File: config.mk
export PLATFORM = sky130hd
export DESIGN_NAME = vga_timing_gen
export DESIGN_NICKNAME = d
export VERILOG_FILES = /design/src/rtl/vga_timing_pkg.sv /design/src/rtl/vga_delay_line.sv /design/src/rtl/vga_timing_gen.sv
export SDC_FILE = /design/constraint.sdc
export NUM_CORES = 1
export LEC_CHECK = 0
export BUFFER_PORTS_ARGS = -buffer_cell sky130_fd_sc_hd__buf_2
export CORE_ASPECT_RATIO = 0.9
export CORE_MARGIN = 2
export CORE_UTILIZATION = 25
export CTS_CLUSTER_SIZE = 10
export DETAILED_ROUTE_END_ITERATION = 10
export HOLD_SLACK_MARGIN = 0.05
export PLACE_DENSITY = 0.55
export SKIP_CTS_REPAIR_TIMING = 1
export SYNTH_ARGS = -nofsm -noshare
export SYNTH_HDL_FRONTEND = slang
export SYNTH_SLANG_ARGS = --single-unit
File: constraint.sdc
create_clock -name pixel_clk -period 5.18 [get_ports pixel_clk]
set_input_delay 0 -clock pixel_clk [delete_from_list [all_inputs] [get_ports pixel_clk]]
set_output_delay 0 -clock pixel_clk [all_outputs]
set_load 0.02 [all_outputs]
File: src/rtl/vga_timing_pkg.sv
// Shared timing constants for the VGA raster generator: standard mode sets
// and a helper that sizes the position counters from the frame totals.
package vga_timing_pkg;

  typedef struct packed {
    int   h_active;
    int   h_fp;
    int   h_sync;
    int   h_bp;
    int   v_active;
    int   v_fp;
    int   v_sync;
    int   v_bp;
    logic hs_pol;
    logic vs_pol;
  } vga_mode_t;

  localparam vga_mode_t MODE_640X480 = '{
    h_active: 640,  h_fp: 16, h_sync: 96,  h_bp: 48,
    v_active: 480,  v_fp: 10, v_sync: 2,   v_bp: 33,
    hs_pol: 1'b0,   vs_pol: 1'b0
  };

  localparam vga_mode_t MODE_800X600 = '{
    h_active: 800,  h_fp: 40, h_sync: 128, h_bp: 88,
    v_active: 600,  v_fp: 1,  v_sync: 4,   v_bp: 23,
    hs_pol: 1'b1,   vs_pol: 1'b1
  };

  localparam vga_mode_t MODE_1280X1024 = '{
    h_active: 1280, h_fp: 48, h_sync: 112, h_bp: 248,
    v_active: 1024, v_fp: 1,  v_sync: 3,   v_bp: 38,
    hs_pol: 1'b1,   vs_pol: 1'b1
  };

  // Smallest counter width able to hold both H_TOTAL-1 and V_TOTAL-1.
  function automatic int min_cnt_w(input int h_total, input int v_total);
    int m;
    m = (h_total > v_total) ? h_total : v_total;
    return (m <= 1) ? 1 : $clog2(m);
  endfunction

endpackage

File: src/rtl/vga_delay_line.sv
// Fixed-depth register delay line with async reset to a programmable value;
// a depth of zero degenerates to a wire.
module vga_delay_line #(
  parameter int                DEPTH   = 2,
  parameter int                WIDTH   = 1,
  parameter logic [WIDTH-1:0]  RST_VAL = '0
) (
  input  logic             pixel_clk,
  input  logic             rst_n,
  input  logic [WIDTH-1:0] d,
  output logic [WIDTH-1:0] q
);

  if (DEPTH == 0) begin : g_pass
    assign q = d;
  end else begin : g_regs
    logic [WIDTH-1:0] stage [DEPTH];

    always_ff @(posedge pixel_clk or negedge rst_n) begin
      if (!rst_n) begin
        for (int i = 0; i < DEPTH; i++) stage[i] <= RST_VAL;
      end else begin
        stage[0] <= d;
        for (int i = 1; i < DEPTH; i++) stage[i] <= stage[i-1];
      end
    end

    assign q = stage[DEPTH-1];
  end

endmodule

File: src/rtl/vga_timing_gen.sv
// Parametrised raster timing generator: issues pixel requests ahead of the
// beam and realigns syncs/data enable with the fixed-latency returned pixels.
module vga_timing_gen
  import vga_timing_pkg::*;
#(
  parameter int H_ACTIVE = MODE_1280X1024.h_active,
  parameter int H_FP     = MODE_1280X1024.h_fp,
  parameter int H_SYNC   = MODE_1280X1024.h_sync,
  parameter int H_BP     = MODE_1280X1024.h_bp,
  parameter int V_ACTIVE = MODE_1280X1024.v_active,
  parameter int V_FP     = MODE_1280X1024.v_fp,
  parameter int V_SYNC   = MODE_1280X1024.v_sync,
  parameter int V_BP     = MODE_1280X1024.v_bp,
  parameter bit HS_POL   = MODE_1280X1024.hs_pol,
  parameter bit VS_POL   = MODE_1280X1024.vs_pol,
  parameter int PIPE_LAT = 2,
  parameter int COLOR_W  = 4,
  parameter int CNT_W    = 12
) (
  input  logic                 pixel_clk,
  input  logic                 rst_n,
  input  logic [3*COLOR_W-1:0] pixel_color,
  output logic                 req_valid,
  output logic [CNT_W-1:0]     req_x,
  output logic [CNT_W-1:0]     req_y,
  output logic [COLOR_W-1:0]   VGA_BUS_R,
  output logic [COLOR_W-1:0]   VGA_BUS_G,
  output logic [COLOR_W-1:0]   VGA_BUS_B,
  output logic                 VGA_HS,
  output logic                 VGA_VS,
  output logic                 de,
  output logic                 frame_start,
  output logic                 line_start,
  output logic                 vblank
);

  localparam int H_TOTAL = H_ACTIVE + H_FP + H_SYNC + H_BP;
  localparam int V_TOTAL = V_ACTIVE + V_FP + V_SYNC + V_BP;

  localparam logic [CNT_W-1:0] H_ACT_C  = CNT_W'(H_ACTIVE);
  localparam logic [CNT_W-1:0] HS_BEG_C = CNT_W'(H_ACTIVE + H_FP);
  localparam logic [CNT_W-1:0] HS_END_C = CNT_W'(H_ACTIVE + H_FP + H_SYNC);
  localparam logic [CNT_W-1:0] H_LAST_C = CNT_W'(H_TOTAL - 1);
  localparam logic [CNT_W-1:0] V_ACT_C  = CNT_W'(V_ACTIVE);
  localparam logic [CNT_W-1:0] VS_BEG_C = CNT_W'(V_ACTIVE + V_FP);
  localparam logic [CNT_W-1:0] VS_END_C = CNT_W'(V_ACTIVE + V_FP + V_SYNC);
  localparam logic [CNT_W-1:0] V_LAST_C = CNT_W'(V_TOTAL - 1);

  if (H_FP < 1 || H_SYNC < 1 || H_BP < 1 || V_FP < 1 || V_SYNC < 1 || V_BP < 1) begin : g_bad_porch
    $error("vga_timing_gen: every porch and sync width must be at least 1");
  end
  if (H_ACTIVE < 1 || V_ACTIVE < 1) begin : g_bad_active
    $error("vga_timing_gen: active region must be at least 1 pixel and 1 line");
  end
  if (PIPE_LAT < 0 || PIPE_LAT > 15) begin : g_bad_lat
    $error("vga_timing_gen: PIPE_LAT must be within 0..15");
  end
  if (CNT_W < min_cnt_w(H_TOTAL, V_TOTAL)) begin : g_bad_cnt_w
    $error("vga_timing_gen: CNT_W too narrow for the frame totals");
  end

  logic             run;
  logic [CNT_W-1:0] h_cnt;
  logic [CNT_W-1:0] v_cnt;
  logic             hs_raw;
  logic             vs_raw;
  logic             hs_dly;
  logic             vs_dly;
  logic             valid_dly;

  // run holds the counters at the origin for one clock after reset release,
  // so the first request cycle is (0,0) with frame_start.
  always_ff @(posedge pixel_clk or negedge rst_n) begin
    if (!rst_n) begin
      run   <= 1'b0;
      h_cnt <= '0;
      v_cnt <= '0;
    end else begin
      run <= 1'b1;
      if (run) begin
        if (h_cnt == H_LAST_C) begin
          h_cnt <= '0;
          v_cnt <= (v_cnt == V_LAST_C) ? '0 : v_cnt + 1'b1;
        end else begin
          h_cnt <= h_cnt + 1'b1;
        end
      end
    end
  end

  assign req_x       = h_cnt;
  assign req_y       = v_cnt;
  assign req_valid   = run && (h_cnt < H_ACT_C) && (v_cnt < V_ACT_C);
  assign frame_start = run && (h_cnt == '0) && (v_cnt == '0);
  assign line_start  = run && (h_cnt == '0);
  assign vblank      = (v_cnt >= V_ACT_C);

  assign hs_raw = (h_cnt >= HS_BEG_C) && (h_cnt < HS_END_C);
  assign vs_raw = (v_cnt >= VS_BEG_C) && (v_cnt < VS_END_C);

  vga_delay_line #(
    .DEPTH   (PIPE_LAT),
    .WIDTH   (3),
    .RST_VAL (3'b000)
  ) u_sync_dly (
    .pixel_clk (pixel_clk),
    .rst_n     (rst_n),
    .d         ({hs_raw, vs_raw, req_valid}),
    .q         ({hs_dly, vs_dly, valid_dly})
  );

  // Final register lands syncs, de and pixel data on the same edge.
  always_ff @(posedge pixel_clk or negedge rst_n) begin
    if (!rst_n) begin
      VGA_BUS_R <= '0;
      VGA_BUS_G <= '0;
      VGA_BUS_B <= '0;
      de        <= 1'b0;
      VGA_HS    <= ~HS_POL;
      VGA_VS    <= ~VS_POL;
    end else begin
      VGA_BUS_R <= valid_dly ? pixel_color[COLOR_W-1:0]           : '0;
      VGA_BUS_G <= valid_dly ? pixel_color[2*COLOR_W-1:COLOR_W]   : '0;
      VGA_BUS_B <= valid_dly ? pixel_color[3*COLOR_W-1:2*COLOR_W] : '0;
      de        <= valid_dly;
      VGA_HS    <= ~(hs_dly ^ HS_POL);
      VGA_VS    <= ~(vs_dly ^ VS_POL);
    end
  end

endmodule

---- Word level (Yosys, flattened, before mapping) ----
Cells that the tools add are included.
word-level totals
  flip-flop bits (word level) ............. 46
  input bits .............................. 14
  output and inout bits ................... 43
  word-level logic and storage cells ...... 36
operators by class
  add/sub/neg operators ................... 2
  $lt $le $gt $ge ......................... 7
  equal/unequal tests ..................... 2
  multiplexer cells ....................... 5
  reductions and logical operators ........ 9
operator list
  kind                     number
  $lt A12 B11 Y1 const B   4
  $ge A12 B11 Y1 const B   3
  $add A12 B1 Y12 const B  2
  $eq A12 B11 Y1 const B   2
  $logic_not A12 Y1        2
  $mux W12                 2
  $mux W4                  3
  $logic_and A1 B1 Y1      6
  $reduce_and A2 Y1        1

---- Depth between registers and ports, before layout ----
  word-level depth ........................ 3
  mapped depth ............................ 6
  gate-level depth less buffers ........... 6

---- Cells and area by module ----
Synthesis repeated with hierarchy kept, for this count alone.
second synthesis, totals
  cell total of the unflattened synthesis .. 198
  area, all modules ....................... 2093.3 um^2
modules (own cells, without submodules)
  module          times used  cells an instance  area each (um^2)  seq. area each (um^2)
  vga_timing_gen  1           189                1920.6            1001.0
  vga_delay_line  1           9                  172.7             150.1

---- Worst setup path after synthesis ----
No wires, ideal clock.
  path kind ............................... register -> register
  start point ............................. register h_cnt[3], in the netlist req_x[3]
  end point ............................... register v_cnt[3], in the netlist req_y[3]
  library setup time ...................... 0.076 ns
  arrival time ............................ 2.114 ns
  data required time ...................... 5.104 ns
  slack ................................... 2.989 ns
  cell stages (with the launch flop) ...... 6
  buffers on the path ..................... 1
  period minus slack after synthesis ...... 2.191 ns
  cells stage by stage .................... dfrtp_1 -> or4_4 -> or4_1 -> buf_2 -> or3_1 -> o21ai_1
between the ends
  longest elaborated chain between the ends .. 2
ends and longest elaborated chain
  what                         line                  text
  from (decl)                  vga_timing_gen.sv:63  logic [CNT_W-1:0] h_cnt;
  from (signal assigned)       vga_timing_gen.sv:85  h_cnt <= h_cnt + 1'b1;
  $eq A12 B11 Y1               vga_timing_gen.sv:81  if (h_cnt == H_LAST_C) begin
  $reduce_and A2 Y1 (no line)  --
  to (signal assigned)         vga_timing_gen.sv:83  v_cnt <= (v_cnt == V_LAST_C) ? '0 : v_cnt + 1'b1;
  to (decl)                    vga_timing_gen.sv:64  logic [CNT_W-1:0] v_cnt;
No other way between the ends.
A chain may end at the register's enable or synchronous reset.

---- Worst setup path after layout ----
  start point ............................. register h_cnt[3], in the netlist req_x[3]
  end point ............................... register v_cnt[6], in the netlist req_y[6]
The elaborated chain is that of the path after synthesis.

==> flow_metrics.env <==
export IMPL_status="completed"
export IMPL_cts_tree="done"
export IMPL_max_cap_viol_count=0
export IMPL_synth_seq_cells=46
export IMPL_rows=31
export IMPL_setup_tns_ns=0
export IMPL_diodes=0
export IMPL_yosys_top_cells_area="dfrtp_1 (57%), xnor2_1 (4.3%), and2_1 (4.0%), nand3_1 (3.9%), ha_1 (3.1%)"
export IMPL_synth_top_area_share_pct=56.5
export IMPL_syn_inst=190
export IMPL_timing_final_crit_period_ns=2.55
export IMPL_dr_wl_met3_um=297
export IMPL_synthMostInstantiatedCell="dfrtp_1"
export IMPL_die_w_um=99.1
export IMPL_rsz0062_at_grt="no"
export IMPL_final_util_pct=33.1
export IMPL_area_delta_synth_final_pct=29.8
export IMPL_clock_tree_root_cell="clkbuf_8"
export IMPL_htreeDepth=2
export IMPL_grt_overflow_total=0
export IMPL_crit_buf_inv=0
export IMPL_dp_hpwl_um=3380
export IMPL_place_gp_congestion=0.843
export IMPL_synth_edf_count=0
export IMPL_required_ns=5.37
export IMPL_yosys_area_top_type="dfrtp_1"
export IMPL_grt_max_degree=47
export IMPL_clk_pin_slew_ns=0.10
export IMPL_drt_pass1_iterations=4
export IMPL_synthArstFlopShare_pct=100
export IMPL_synthTopCellsByCount="dfrtp_1 (46), nand3_1 (16), and2_1 (13)"
export IMPL_max_stage_delay_ns=0.91
export IMPL_powerDensity_mw_per_mm2=299
export IMPL_port_buffers=56
export IMPL_path_class="flip-flop to flip-flop"
export IMPL_ys_flop_type="dfrtp_1"
export IMPL_clock_latency_ns=0.30
export IMPL_fillers=826
export IMPL_seq_area_mm2=0.00115
export IMPL_multiInputGateArea_um2=815
export IMPL_syn_nets=209
export IMPL_ios=57
export IMPL_cts_buffer_depth=2
export IMPL_viasPerCell=4.59
export IMPL_drv_slew=0
export IMPL_ir_drop_mv=0.170
export IMPL_grt_pass1_vias=1480
export IMPL_cp_slowest_cell="nor4_2"
export IMPL_dr_wl_met2_um=1950
export IMPL_crit_chain="or4_4, nor4_2, o21ai_0, a22o_1"
export IMPL_die_h_um=89.6
export IMPL_avgSynthCellArea_um2=10.7
export IMPL_finalSetupViolCount=0
export IMPL_cp_max_fo=14
export IMPL_clock_fmax_mhz=393
export IMPL_worstMarginPinSlew_ns=1.05
export IMPL_relSlewSlack_pct=29.5
export IMPL_final_nets=279
export IMPL_dr_max_layer_used="met4"
export IMPL_cts_buffers=5
export IMPL_antenna_found_initial=0
export IMPL_timing_final_crit_share_pct=49.2
export IMPL_fp_dieArea_mm2=0.00888
export IMPL_clock_sinks=46
export IMPL_drt_iter0_drc=50
export IMPL_drive_gt1_share_pct=26.1
export IMPL_final_area_mm2=0.00264
export IMPL_core_mm2=0.00799
export IMPL_path_delay_family="simple AND/OR/NAND/NOR gates"
export IMPL_dpl_cell_area_mm2=0.00241
export IMPL_start_util_pct=25.5
export IMPL_ant_nets=0
export IMPL_power_static_leakage_nw=1.30
export IMPL_synth_area_mm2=0.00204
export IMPL_critPathArrivalTime_ns=2.74
export IMPL_wl_per_cell_um=13.2
export IMPL_synth_warnings=0
export IMPL_startpoint_type="flip-flop"
export IMPL_wirelength_um=4740
export IMPL_wl_met1_um=2460
export IMPL_grt_pass1_wl_um=7600
export IMPL_hp_class="flip-flop to flip-flop"
export IMPL_vias=1652
export IMPL_finalHoldViolations=0
export IMPL_worst_setup_path_end_kind="flip-flop"
export IMPL_drcViolationCount=0
export IMPL_synth_cell_types=37
export IMPL_seq_area_frac_synth_pct=56.5
export IMPL_groute_usage_overall_pct=10.8
export IMPL_skew_ns=0.00883
## state kept, by name, summed over array words and instances, names as in the netlist
name	flops
VGA_BUS_B	4
VGA_BUS_G	4
VGA_BUS_R	4
VGA_HS	1
VGA_VS	1
de	1
req_x	12
req_y	12
run	1
u_sync_dly.g_regs.stage	3
u_sync_dly.q	3
## layout by cell type, fill, tap and decap left out, types with 2 or more instances in the layout
master	n
nand4_1	3
o21ai_0	10
dfrtp_1	46
and2_1	13
nand3_1	16
a21oi_1	6
ha_1	5
xnor2_1	10
inv_1	12
nor3_1	3
or3_1	2
nor4_1	8
clkbuf_8	5
buf_2	56
o21ai_1	2
nor2_1	8
a31oi_1	2
a22o_1	2
nand2_1	7
or4_1	2
nor2b_1	2
and3_1	9
dlygate4sd3_1	13
o2111ai_1	2
## worst paths after layout
path                                       startpoint               to  slack, ns  depth (start not counted)
setup / recovery                             req_x[3]         req_y[6]       2.63                          4
hold / removal             u_sync_dly.g_regs.stage[3]  u_sync_dly.q[0]       0.36                          0
setup reg to reg                             req_x[3]         req_y[6]       2.63                          4
min in group asynchronous                       rst_n     VGA_BUS_G[2]       0.41                          2
max in group asynchronous                       rst_n         req_x[6]       4.13                          2
hold reg to reg            u_sync_dly.g_regs.stage[3]  u_sync_dly.q[0]       0.36                          0
## stage by stage
step	std cells	worst slack [ns]	hold WS [ns]	power (mW)
after floorplan	190	2.99	-0.296	0.504
after global placement	339	2.64	0.220	0.556
after detailed placement	339	2.65	0.218	0.557
after CTS	347	2.62	-0.104	0.796
after global routing	360	2.36	0.368	0.840
final	360	2.63	0.357	0.789
## worst reg2reg max path, stage by stage (launching register included)
cell and delay (ns):
dfrtp_1 0.46, or4_4 0.59, nor4_2 0.91, o21ai_0 0.21
a22o_1 0.28
## layer usage
layer	vias up	GRT usage [%]
met1	793	16.0
met2	49	15.7
met4	0	1.87
met5	-	0
li1	808	-
met3	2	3.25
## cells by family (layout without fill, tap and decap cells)
family | Yosys count | count (layout) | share of synthesized area, %
buffers and inverters | 18 | 89 | 3.44
muxes | 1 | 1 | 0.553
AOI/OAI and AO/OA | 28 | 28 | 8.67
DFF | 46 | 46 | 56.5
adders and majority gates | 5 | 5 | 3.07
xor gates and xnor gates | 11 | 11 | 4.73
and+or+nand+nor | 80 | 80 | 22.8
other | 1 | 1 | 0.184
## layout make-up
class | count | area share [%]
Clock buffer | 5 | 2.60
Clock inverter | 3 | 1.09
Inverter | 12 | 1.70
Multi-Input combinational cell | 126 | 30.8
Sequential cell | 46 | 43.6
Tap cell | 99 | 4.69
Timing Repair Buffer | 69 | 15.5
## where the power goes
part	total (mW)	switching [mW]	leakage, nW	internal [mW]
clock	0.234	0.133	0.0506	0.101
sequential	0.416	0.0330	0.611	0.383
combinational	0.140	0.0823	0.638	0.0576
No activity file was read; power rests on OpenSTA's default activity.
